`src/rtl/io_pkg.sv`:
```
// Shared types and constants for board-input conditioning blocks.
package io_pkg;

  // Debounce FSM states
  typedef enum logic [1:0] {
    STABLE_LOW  = 2'd0,
    WAIT_HIGH   = 2'd1,
    STABLE_HIGH = 2'd2,
    WAIT_LOW    = 2'd3
  } deb_state_t;

  // 10 ms of stable input at a 100 MHz system clock
  localparam int unsigned DEB_CYCLES_100MHZ_10MS = 1000000;

endpackage

```
`src/rtl/sync_2ff.sv`:
```
// Two-flop synchroniser for a single asynchronous board input.
module sync_2ff (
  input  logic clk,
  input  logic rst,
  input  logic d,
  output logic q
);

  logic r_q1;
  logic r_q2;

  // Metastability filter: q1 captures the raw pin, q2 is the clean copy
  always_ff @(posedge clk) begin
    if (rst) begin
      r_q1 <= 1'b0;
      r_q2 <= 1'b0;
    end else begin
      r_q1 <= d;
      r_q2 <= r_q1;
    end
  end

  assign q = r_q2;

endmodule

```
`src/rtl/switch_debounce.sv`:
```
// Switch/button conditioner: synchronise, debounce, emit level, edge strobes and toggle.
module switch_debounce
  import io_pkg::*;
#(
  parameter int unsigned DEBOUNCE_CYCLES = DEB_CYCLES_100MHZ_10MS
) (
  input  logic clk,
  input  logic rst,
  input  logic switch,
  output logic level,
  output logic rise,
  output logic fall,
  output logic toggle
);

  localparam int unsigned CNT_W = $clog2(DEBOUNCE_CYCLES + 1);
  localparam logic [CNT_W-1:0] CNT_LAST = CNT_W'(DEBOUNCE_CYCLES - 1);

  logic             w_s;
  deb_state_t       r_state;
  logic [CNT_W-1:0] r_cnt;
  logic             r_level;
  logic             r_rise;
  logic             r_fall;
  logic             r_toggle;

  sync_2ff u_sync (
    .clk (clk),
    .rst (rst),
    .d   (switch),
    .q   (w_s)
  );

  // Debounce FSM: count consecutive samples differing from the accepted level
  always_ff @(posedge clk) begin
    if (rst) begin
      r_state  <= STABLE_LOW;
      r_cnt    <= '0;
      r_level  <= 1'b0;
      r_rise   <= 1'b0;
      r_fall   <= 1'b0;
      r_toggle <= 1'b0;
    end else begin
      r_rise <= 1'b0;
      r_fall <= 1'b0;
      case (r_state)
        STABLE_LOW: begin
          if (w_s) begin
            r_state <= WAIT_HIGH;
            r_cnt   <= CNT_W'(1);
          end else begin
            r_cnt   <= '0;
          end
        end
        WAIT_HIGH: begin
          if (!w_s) begin
            r_state <= STABLE_LOW;
            r_cnt   <= '0;
          end else if (r_cnt == CNT_LAST) begin
            r_state  <= STABLE_HIGH;
            r_cnt    <= '0;
            r_level  <= 1'b1;
            r_rise   <= 1'b1;
            r_toggle <= ~r_toggle;
          end else begin
            r_cnt <= r_cnt + CNT_W'(1);
          end
        end
        STABLE_HIGH: begin
          if (!w_s) begin
            r_state <= WAIT_LOW;
            r_cnt   <= CNT_W'(1);
          end else begin
            r_cnt   <= '0;
          end
        end
        WAIT_LOW: begin
          if (w_s) begin
            r_state <= STABLE_HIGH;
            r_cnt   <= '0;
          end else if (r_cnt == CNT_LAST) begin
            r_state <= STABLE_LOW;
            r_cnt   <= '0;
            r_level <= 1'b0;
            r_fall  <= 1'b1;
          end else begin
            r_cnt <= r_cnt + CNT_W'(1);
          end
        end
        default: begin
          r_state <= STABLE_LOW;
          r_cnt   <= '0;
        end
      endcase
    end
  end

  assign level  = r_level;
  assign rise   = r_rise;
  assign fall   = r_fall;
  assign toggle = r_toggle;

endmodule
```
`config.mk`:
```
export PLATFORM = sky130hd
export DESIGN_NAME = switch_debounce
export DESIGN_NICKNAME = d
export VERILOG_FILES = /design/src/rtl/io_pkg.sv /design/src/rtl/sync_2ff.sv /design/src/rtl/switch_debounce.sv
export SDC_FILE = /design/constraint.sdc
export NUM_CORES = 1
export LEC_CHECK = 0
export CAP_MARGIN = 30
export CORE_MARGIN = 3
export CORE_UTILIZATION = 58
export CTS_BUF_LIST = sky130_fd_sc_hd__clkbuf_2
export DETAILED_ROUTE_END_ITERATION = 7
export GPL_TIMING_DRIVEN = 0
export PLACE_DENSITY = 0.87
export SLEW_MARGIN = 20
export SYNTH_ARGS = -nofsm -noshare
export SYNTH_HDL_FRONTEND = slang
export SYNTH_HIERARCHICAL = 1
export SYNTH_SLANG_ARGS = --single-unit
export TNS_END_PERCENT = 100
```
`constraint.sdc`:
```
create_clock -name clk -period 2.2 [get_ports clk]
set_input_delay 0.22 -clock clk [delete_from_list [all_inputs] [get_ports clk]]
set_output_delay 0.22 -clock clk [all_outputs]
set_load 0.02 [all_outputs]
```
==> results.yml, run 1 <==
global_routing:
  grt_pass1_vias: 843
  grt_start_max_net_pins: 17
  grt_first_pass_wirelength_microns: 3677
  overflow: 0
  track_usage: 0.1880
  antenna_found_initial: 0
synthesis:
  netlist_area_sq_um: 1184
  synth_ff_type: "dfxtp_1"
  yosys_warnings: 6
  synth_cell_types: 29
  synth_edf_count: 0
  syn_inst: 130
  syn_nets: 134
  synth_seq_area_share: 0.4736
  async_reset_ff_frac: 0
  avgSynthCellArea_sq_um: 9.105
  ys_ff_latch: 28
worst_setup_path:
  required_ns: 2.51
  r2r_end: "toggle$_SDFFE_PP0P_"
  end_kind: "flop"
  crit_arrival_ns: 2.41
  startpoint: "r_cnt[1]$_SDFF_PP0_"
  cp-start-kind: "flop"
  ff2ff_path_depth: 5
  rrSetupSlack_ns: 0.11
  worstReg2RegStart: "r_cnt[1]$_SDFF_PP0_"
  path_max_fanout: 6
  crit_type: "flop to flop"
sta:
  skew_ns: 0.01523
  max_freq_mhz: 477.6
  fin_hold_ws_ns: 0.3641
  rsz0062_at_grt: "no"
  tightest_slew_ns: 0.4198
  tns_ns: 0
  fin_crit_sh: 0.9517
  final-hold-violation-count: 0
  slew_violations: 0
  relSlewSlack: 0.7178
  setup_violations: 0
  fin_crit_ns: 2.094
pwr:
  vdd_drop_max_uv: 596.2
  p_switching_uw: 159.6
  pwr-share-seq: 0.615
  p_leak_nw: 0.4169
  switching_share: 0.1902
  p_clk_frac: 0.363
  p_per_area_nw_per_um2: 632.0
  comb_power_share: 0.022
  power.internal_uw: 679.5
cells_and_area:
  synthToLayoutAreaGrowth_pct: 12.16
  finalInstanceArea_sq_um: 1328
  mostFrequentLayoutCells: "dfxtp_1 (27), nor2_1 (17), xor2_1 (11), nand3_1 (7), a21oi_1 (7)"
  drive_gt1_frac: 0.07143
  final_common_cell: "dfxtp_1"
  finish.net_count: 145
  finalNonFillerCells: 165
  antenna_cells: 0
clock_tree:
  clkLatencyLatePin_ns: 0.37
  cts_tree: "built"
  cts_buffers: 3
  htree_levels: 1
  clock_path_buffers: 2
  cts.sinks: 28
  clockRootBuffer: "clkbuf_2"
  cts.clk_slew.worst_paths_ns: 0.25
  post_cts_buffers: 0
detailed_routing:
  first_pass_iters: 5
  wl_microns: 2107
  vias: 958
  postRouteAntennaNets: 0
  drcViolationCount: 0
  drtIter0Drc: 24
  wl_per_cell_microns: 12.77
  via_per_inst: 5.806
die:
  coreArea_sq_um: 1821
  initial_core_util: 0.6502
  num_rows: 15
  ios: 7
  die_width_microns: 51.18
  die_h_microns: 51.18
  die_area_sq_um: 2619
hold_path:
  min_path_cells: 2
  hold_end: "u_sync/r_q1$_SDFF_PP0_"
  worstHoldStart: "switch"
  hold_class: "input pin to flop"
flow_run:
  drv_cap: 0
place:
  gp_congestion: 0.8109
  portBuffers: 6
  dp_hpwl_microns: 1546
  dp.cells: 161
  place_area_sq_um: 1275
outcome:
  status: "completed"
## layer usage
layer | GRT usage | part of all wire
met5 | 0 | 0
met4 | 0.05381 | 0.012
met3 | 0.06122 | 0.033
met2 | 0.3090 | 0.48
met1 | 0.2336 | 0.47
## power groups by stage
stage	sequential [mW]	combinational, mW	clock (mW)
3_3_place_gp	0.525	0.0175	0
6_report	0.516	0.0183	0.304
2_1_floorplan	0.527	0.00627	0
5_1_grt	0.518	0.0200	0.329
4_1_cts	0.516	0.0182	0.310
3_5_place_dp	0.526	0.0181	0
## final cells by class
class / instances / area [sq um]
Fill cell: 154 / 493.0
Clock inverter: 1 / 30.03
Sequential cell: 28 / 561.8
Timing Repair Buffer: 6 / 60.06
Inverter: 4 / 15.01
Clock buffer: 3 / 15.01
Multi-Input combinational cell: 95 / 600.6
Tap cell: 25 / 31.28
Buffer: 3 / 13.76
## flip-flops by register name, summed over array words and instances, names as in the netlist, named ones only
| register | cells |
|---|---|
| r_state | 1 |
| rise | 1 |
| level | 1 |
| toggle | 1 |
| r_cnt | 20 |
| u_sync/q | 1 |
| u_sync/r_q1 | 1 |
| fall | 1 |
## Yosys cell counts, drive strengths merged, types with 2 or more instances
library cell  instances  area share
nand2b                3       0.016
nand2                 4       0.013
a31oi                 2       0.011
o31ai                 3       0.019
inv                   4       0.013
and2                  2       0.011
or4                   4       0.029
xnor2                 3       0.022
nand4                 6       0.032
o21ai                 5       0.021
a21o                  2       0.013
nor2                 17       0.054
xor2                 11       0.081
and4                  4       0.030
buf                   2      0.0085
a21oi                 7       0.030
nor2b                 2       0.011
nand3                 8       0.038
and3                  2       0.011
or3                   3       0.016
nor4                  3       0.016
dfxtp                28        0.47
## how the worst max path moves through the flow
| stage | to | slack, ns | depth (start not counted) |
|---|---|---|---|
| final | toggle$_SDFFE_PP0P_ | 0.11 | 5 |
| after global routing | toggle$_SDFFE_PP0P_ | 0.0007 | 5 |
| after CTS | toggle$_SDFFE_PP0P_ | 0.07 | 5 |
| after detailed placement | r_cnt[7]$_SDFF_PP0_ | -0.01 | 7 |
| after global placement | r_cnt[2]$_SDFF_PP0_ | 0.06 | 7 |
| after floorplan | toggle$_SDFFE_PP0P_ | 0.29 | 5 |
## worst max-delay path, cell delays in order, from the launching register on
cell and delay (ns):
dfxtp_1 0.41, ha_1 0.22, nand3_2 0.15, or4_4 0.58, or4_1 0.51, a21oi_1 0.15
## logic make-up after synthesis
group                      after synthesis  synth area share
adders and majority gates                1           0.01057
AOI/OAI and AO/OA                       20            0.1004
DFF                                     28            0.4736
and+or+nand+nor                         60            0.2875
xor gates and xnor gates                14            0.1036
buffers and inverters                    7           0.02431
## through the flow
step | power [mW] | utilization | setup WS (ns)
2_1_floorplan | 0.5334 | - | 0.2898
3_3_place_gp | 0.5428 | 0.7003 | 0.05511
3_5_place_dp | 0.5437 | 0.7003 | -0.01429
4_1_cts | 0.8446 | 0.7285 | 0.06674
5_1_grt | 0.8665 | 0.7292 | 0.0006792
6_report | 0.8390 | 0.7292 | 0.1063
## timing repair
action	4_1_cts	5_1_grt
gates cloned	0	0
endpoints found under the setup margin	10	3
hold buffers	0	0
gates resized for setup	1	1
hold endpoints to repair	0	0
Note: power is estimated with default switching activity, not from simulation.
==> run 2, diff against run 1 <==
--- a/config.mk
+++ b/config.mk
@@ -7,11 +7,12 @@
 export LEC_CHECK = 0
 export CAP_MARGIN = 30
 export CORE_MARGIN = 3
-export CORE_UTILIZATION = 58
+export CORE_UTILIZATION = 54
 export CTS_BUF_LIST = sky130_fd_sc_hd__clkbuf_2
 export DETAILED_ROUTE_END_ITERATION = 7
 export GPL_TIMING_DRIVEN = 0
-export PLACE_DENSITY = 0.87
+export PLACE_DENSITY = 0.85
+export SKIP_CTS_REPAIR_TIMING = 1
 export SLEW_MARGIN = 20
 export SYNTH_ARGS = -nofsm -noshare
 export SYNTH_HDL_FRONTEND = slang
==> constraint.sdc (replaced) <==
create_clock -name clk -period 1.7 [get_ports clk]
set_input_delay 0.17 -clock clk [delete_from_list [all_inputs] [get_ports clk]]
set_output_delay 0.17 -clock clk [all_outputs]
set_load 0.02 [all_outputs]
==> run 2 against run 1 <==
  * The flow now finishes with violations (setup timing)
  * Wire length rose by 30%
  * Critical path depth fell by 1
  * Register-to-register slack got worse by 0.26 ns
  * Utilization rose by 0.53 points
  * Maximum frequency rose by 13%
  * Cell area rose by 12%
  * Largest power group unchanged
==> results.yml, run 2 (synthesis gave the netlist of run 1 again) <==
clock_tree:
  clkLatencyLatePin_ns: 0.38
  clock_path_buffers: 2
  cts.sinks: 28
  clockRootBuffer: "clkbuf_2"
  htree_levels: 1
  cts.clk_slew.worst_paths_ns: 0.27
  cts_tree: "built"
  cts_buffers: 3
sta:
  slew_violations: 0
  fin_crit_sh: 1.089
  fin_hold_ws_ns: 0.2964
  max_freq_mhz: 540.3
  setup_violations: 3
  skew_ns: 0.01764
  fin_crit_ns: 1.851
  tightest_slew_ns: 0.3222
  final-hold-violation-count: 0
  rsz0062_at_grt: "yes"
  relSlewSlack: 0.7834
  setup_slack_ns: -0.1509
die:
  num_rows: 16
  die_area_sq_um: 2789
  ios: 7
  die_h_microns: 52.82
  die_width_microns: 52.82
  coreArea_sq_um: 2022
  initial_core_util: 0.5854
global_routing:
  grt_pass1_vias: 890
  track_usage: 0.1932
  grt-busiest-layer: "met2"
  grtUsageMet2: 0.3244
  gr-usage-met3: 0.05128
  grt_start_max_net_pins: 17
  use_met1: 0.2365
  grt_first_pass_wirelength_microns: 3960
  antenna_found_initial: 0
  overflow: 0
pwr:
  p_leak_nw: 0.4820
  p_per_area_nw_per_um2: 736.7
  p_total_mw: 1.094
  vdd_drop_max_uv: 587.3
detailed_routing:
  postRouteAntennaNets: 0
  first_pass_iters: 4
  wl_microns: 2742
  via_per_inst: 5.965
  vias: 1026
  drtIter0Drc: 23
  wl_per_cell_microns: 15.94
  drcViolationCount: 0
cells_and_area:
  drive_gt1_frac: 0.2552
  largest_reg_flops: 20
  finish.net_count: 150
  antenna_cells: 0
  finalNonFillerCells: 172
  multi_input_area_sq_um: 678.2
  mostFrequentLayoutCells: "nor2_1 (17), dfxtp_1 (17), xor2_1 (11), dfxtp_2 (8)"
  synthToLayoutAreaGrowth_pct: 25.48
  num-fill-cells: 147
  registers.top_by_ff_count: "r_cnt"
  regArea_sq_um: 581.8
  finalInstanceArea_sq_um: 1485
outcome:
  violations: "setup timing"
  status: "finished with violations"
worst_setup_path:
  ff2ff_path_depth: 4
  max_stage_delay_ns: 0.58
  crit_arrival_ns: 2.20
  cp-start-kind: "flop"
  crit_slowest_cell: "or4_4"
  crit_path_cell_trace: "nand3b_1 > or4_4 > or4_4 > a21oi_2"
  rrSetupSlack_ns: -0.15
  r2r_end: "toggle$_SDFFE_PP0P_"
  worstReg2RegStart: "r_cnt[15]$_SDFF_PP0_"
  path_max_fanout: 6
  worst_path_most_repeated_cell: "or4_4"
  crit_type: "flop to flop"
  end_kind: "flop"
  required_ns: 2.04
place:
  gp_congestion: 0.7848
  preCtsSetupSlack_ns: -0.1969
  place_area_sq_um: 1306
  portBuffers: 6
  dp_hpwl_microns: 1672
  dp.cells: 163
hold_path:
  min_path_cells: 2
  hold_class: "input pin to flop"
  worstHoldStart: "switch"
  hold_end: "u_sync/r_q1$_SDFF_PP0_"
flow_run:
  drv_cap: 0
-- run 2: cell count changes in the layout (fill, tap and decap cells not counted), sizes merged --
cell,delta
clkbuf,-1
buf,+6
-- run 2: layout make-up --
class / count / area share
multi-input combinational: 95 / 0.4566
timing repair buffer: 12 / 0.07077
clock buffer: 3 / 0.01011
sequential: 28 / 0.3917
buffer: 2 / 0.01769
clock inverter: 1 / 0.02022
inverter: 4 / 0.01011
tap: 27 / 0.02275
-- run 2: worst max-delay path: cells and delay by family (launching register included) --
family,cells,cell delay [ns]
simple gates,3,1.30
flops,1,0.39
compound gates,1,0.12
-- run 2: routing by layer --
metal | part of all wire | up-vias
met5 | 0 | -
met4 | 0.022 | 0
met2 | 0.51 | 24
li1 | - | 498
met3 | 0.031 | 6
met1 | 0.43 | 498
-- run 2: worst max path at each step --
stage,cells past startpoint,end,slack [ns],from
final,4,toggle$_SDFFE_PP0P_,-0.15,r_cnt[15]$_SDFF_PP0_
after global placement,7,r_cnt[2]$_SDFF_PP0_,-0.14,r_cnt[0]$_SDFF_PP0_
after CTS,7,r_cnt[6]$_SDFF_PP0_,-0.25,r_cnt[0]$_SDFF_PP0_
after global routing,4,toggle$_SDFFE_PP0P_,-0.17,r_cnt[15]$_SDFF_PP0_
after floorplan,5,toggle$_SDFFE_PP0P_,0.03,r_cnt[0]$_SDFF_PP0_
after detailed placement,7,r_cnt[6]$_SDFF_PP0_,-0.20,r_cnt[0]$_SDFF_PP0_
-- run 2: where the power goes --
group          internal [mW]  switching (mW)
Clock                  0.202           0.202
Sequential             0.660         0.00505
Combinational         0.0130          0.0121
Total                  0.875           0.219
-- run 2: through the flow --
stage	TNS, ns	util
finish	-0.2639	0.7345
global route	-0.3963	0.7345
CTS	-3.170	0.6683
detailed placement	-2.442	0.6460
global placement	-1.622	0.6460
floorplan	0	-
==> run 3, diff against run 2 <==
--- a/config.mk
+++ b/config.mk
@@ -16,6 +16,5 @@
 export SLEW_MARGIN = 20
 export SYNTH_ARGS = -nofsm -noshare
 export SYNTH_HDL_FRONTEND = slang
-export SYNTH_HIERARCHICAL = 1
 export SYNTH_SLANG_ARGS = --single-unit
 export TNS_END_PERCENT = 100
==> run 3 against run 2 <==
  * The run still ends with setup timing left
  * Cell area rose by 5.3%
  * Combinational power rose by 2%
  * Via count fell by 0.68%
  * Global-route usage fell by 1.1 points
  * Maximum frequency rose by 2.8%
  * Sequential share of layout area fell by 0.53 points
  * Clock skew barely moved
  * Die area rose by 1.5%
  * Non-clock buffer count rose by 5
  * Critical path type unchanged
  * Largest cell class unchanged
  * Highest routed layer unchanged
==> results.yml, run 3 <==
synthesis:
  synth_seq_area_share: 0.4657
  async_reset_ff_frac: 0
  avgSynthCellArea_sq_um: 8.850
  netlist_area_sq_um: 1204
  ys_ff_latch: 28
  syn_nets: 140
  synth.most_common_cell: "dfxtp_1"
  synth_cell_types: 30
  yosysTopAreaCell: "dfxtp_1"
  synth_area_leaders: "dfxtp_1 (47%), xnor2_1 (5.8%), nor2_1 (5.0%)"
  synth_top_area_frac: 0.4657
  syn_inst: 136
  yosys_warnings: 0
  synthTopCellsByCount: "dfxtp_1 (28), nor2_1 (16), o21ai_0 (9)"
  synth_ff_type: "dfxtp_1"
  synth_edf_count: 0
cells_and_area:
  antenna_cells: 0
  finalNonFillerCells: 183
  finish.net_count: 161
  final_common_cell: "nor2_1"
  registers.top_by_ff_count: "r_cnt"
  final_util: 0.7659
  drive_gt1_frac: 0.3269
  mostFrequentLayoutCells: "nor2_1 (16), dfxtp_1 (15), buf_4 (12), dfxtp_4 (11), o21ai_0 (9)"
  num-fill-cells: 145
  synthToLayoutAreaGrowth_pct: 29.94
  largest_reg_flops: 20
worst_setup_path:
  rrSetupSlack_ns: -0.10
  cp-start-kind: "flop"
  crit_path_cell_trace: "nor4_4 > nand4_1 > or4_4 > a21oi_2"
  crit_slowest_cell: "or4_4"
  crit_type: "flop to flop"
  path_max_fanout: 6
  end_kind: "flop"
  crit_arrival_ns: 2.11
  required_ns: 2.01
  max_stage_delay_ns: 0.61
place:
  dp_hpwl_microns: 1581
  gp_congestion: 0.7716
  portBuffers: 6
  dp.cells: 169
detailed_routing:
  drcViolationCount: 0
  drtIter0Drc: 12
  via_per_inst: 5.568
  wl_per_cell_microns: 14.47
  wl_microns: 2648
  first_pass_iters: 4
  postRouteAntennaNets: 0
  vias: 1019
hold_path:
  hold_class: "input pin to flop"
global_routing:
  grt-busiest-layer: "met2"
  gr-usage-met3: 0.02535
  use_met1: 0.2010
  grtUsageMet2: 0.3245
  grt_first_pass_wirelength_microns: 3753
  grt_start_max_net_pins: 16
  antenna_found_initial: 0
  overflow: 0
  grt_pass1_vias: 941
  track_usage: 0.1819
sta:
  rsz0062_at_grt: "yes"
  relSlewSlack: 0.7643
  setup_violations: 5
  tightest_slew_ns: 0.3504
  fin_crit_sh: 1.059
  slew_violations: 0
  fin_crit_ns: 1.800
  setup_slack_ns: -0.1001
  skew_ns: 0.01788
  max_freq_mhz: 555.5
  tns_ns: -0.2302
  final-hold-violation-count: 0
pwr:
  p_leak_nw: 0.4636
  p_per_area_nw_per_um2: 590.2
  p_total_uw: 923.0
  vdd_drop_max_uv: 412.0
die:
  ios: 7
  die_area_sq_um: 2831
  initial_core_util: 0.5895
  die_h_microns: 53.21
  coreArea_sq_um: 2042
  die_width_microns: 53.21
  num_rows: 16
outcome:
  violations: "setup timing"
  status: "finished with violations"
clock_tree:
  cts.clk_slew.worst_paths_ns: 0.26
  clockRootBuffer: "clkbuf_2"
  cts_tree: "built"
  cts.sinks: 28
  clkLatencyLatePin_ns: 0.37
  clock_path_buffers: 2
  cts_buffers: 3
  htree_levels: 1
flow_run:
  drv_cap: 0
-- run 3: cell types whose count changed after synthesis, sizes merged, moves of 3 or more --
cell | before | now
xnor2 | 3 | 8
o21ai | 5 | 9
or3 | 3 | 7
xor2 | 11 | 4
nor3 | 0 | 3
-- run 3: cell type report --
cell class,count,area [sq um],share of cell area
multi-input combinational,99,723.2,0.4624
sequential,28,604.3,0.3864
timing repair buffer,17,142.6,0.09120
tap,27,33.78,0.02160
inverter,6,22.52,0.01440
buffer,2,18.77,0.01200
clock buffer,3,15.01,0.009600
clock inverter,1,3.754,0.002400
-- run 3: kinds of logic after synthesis --
kind of cell    synth area share
flops                     0.4657
xor+xnor                 0.08732
simple gates              0.3046
compound gates            0.1019
buf+inv                  0.03014
fa+ha+maj                0.01039
-- run 3: metrics by stage --
stage	hold slack (ns)	worst slack [ns]	instance area [sq um]
2_1_floorplan	0.2391	0.001520	1217
3_3_place_gp	0.4189	-0.08846	1311
3_5_place_dp	0.4607	-0.1331	1311
4_1_cts	0.3273	-0.2449	1330
5_1_grt	0.3079	-0.1531	1564
6_report	0.3275	-0.1001	1564
-- run 3: where the power goes --
part | leakage (nW) | switching [mW] | internal (mW) | total (mW)
clock | 0.0140 | 0.194 | 0.0511 | 0.245
combinational | 0.214 | 0.0130 | 0.0125 | 0.0255
sequential | 0.236 | 0.00557 | 0.647 | 0.652
-- run 3: final timing paths --
check	start	to	cells after the start
worst min register to register	r_cnt[0]$_SDFF_PP0_	r_cnt[0]$_SDFF_PP0_	1
worst max-delay path	r_cnt[11]$_SDFF_PP0_	toggle$_SDFFE_PP0P_	4
worst min-delay path	switch	u_sync.r_q1$_SDFF_PP0_	2
worst max register to register	r_cnt[11]$_SDFF_PP0_	toggle$_SDFFE_PP0P_	4
-- run 3: worst max-delay path: cells and delay by family (launching register included) --
family / cells / cell delay [ns]
DFF: 1 / 0.43
and+or+nand+nor: 3 / 1.20
AOI/OAI and AO/OA: 1 / 0.12
-- run 3: per-layer routing --
| layer | up-vias | part of all wire |
|---|---|---|
| li1 | 525 | - |
| met1 | 482 | 0.47 |
| met2 | 8 | 0.50 |
| met3 | 4 | 0.015 |
| met4 | 0 | 0.010 |
| met5 | - | 0 |
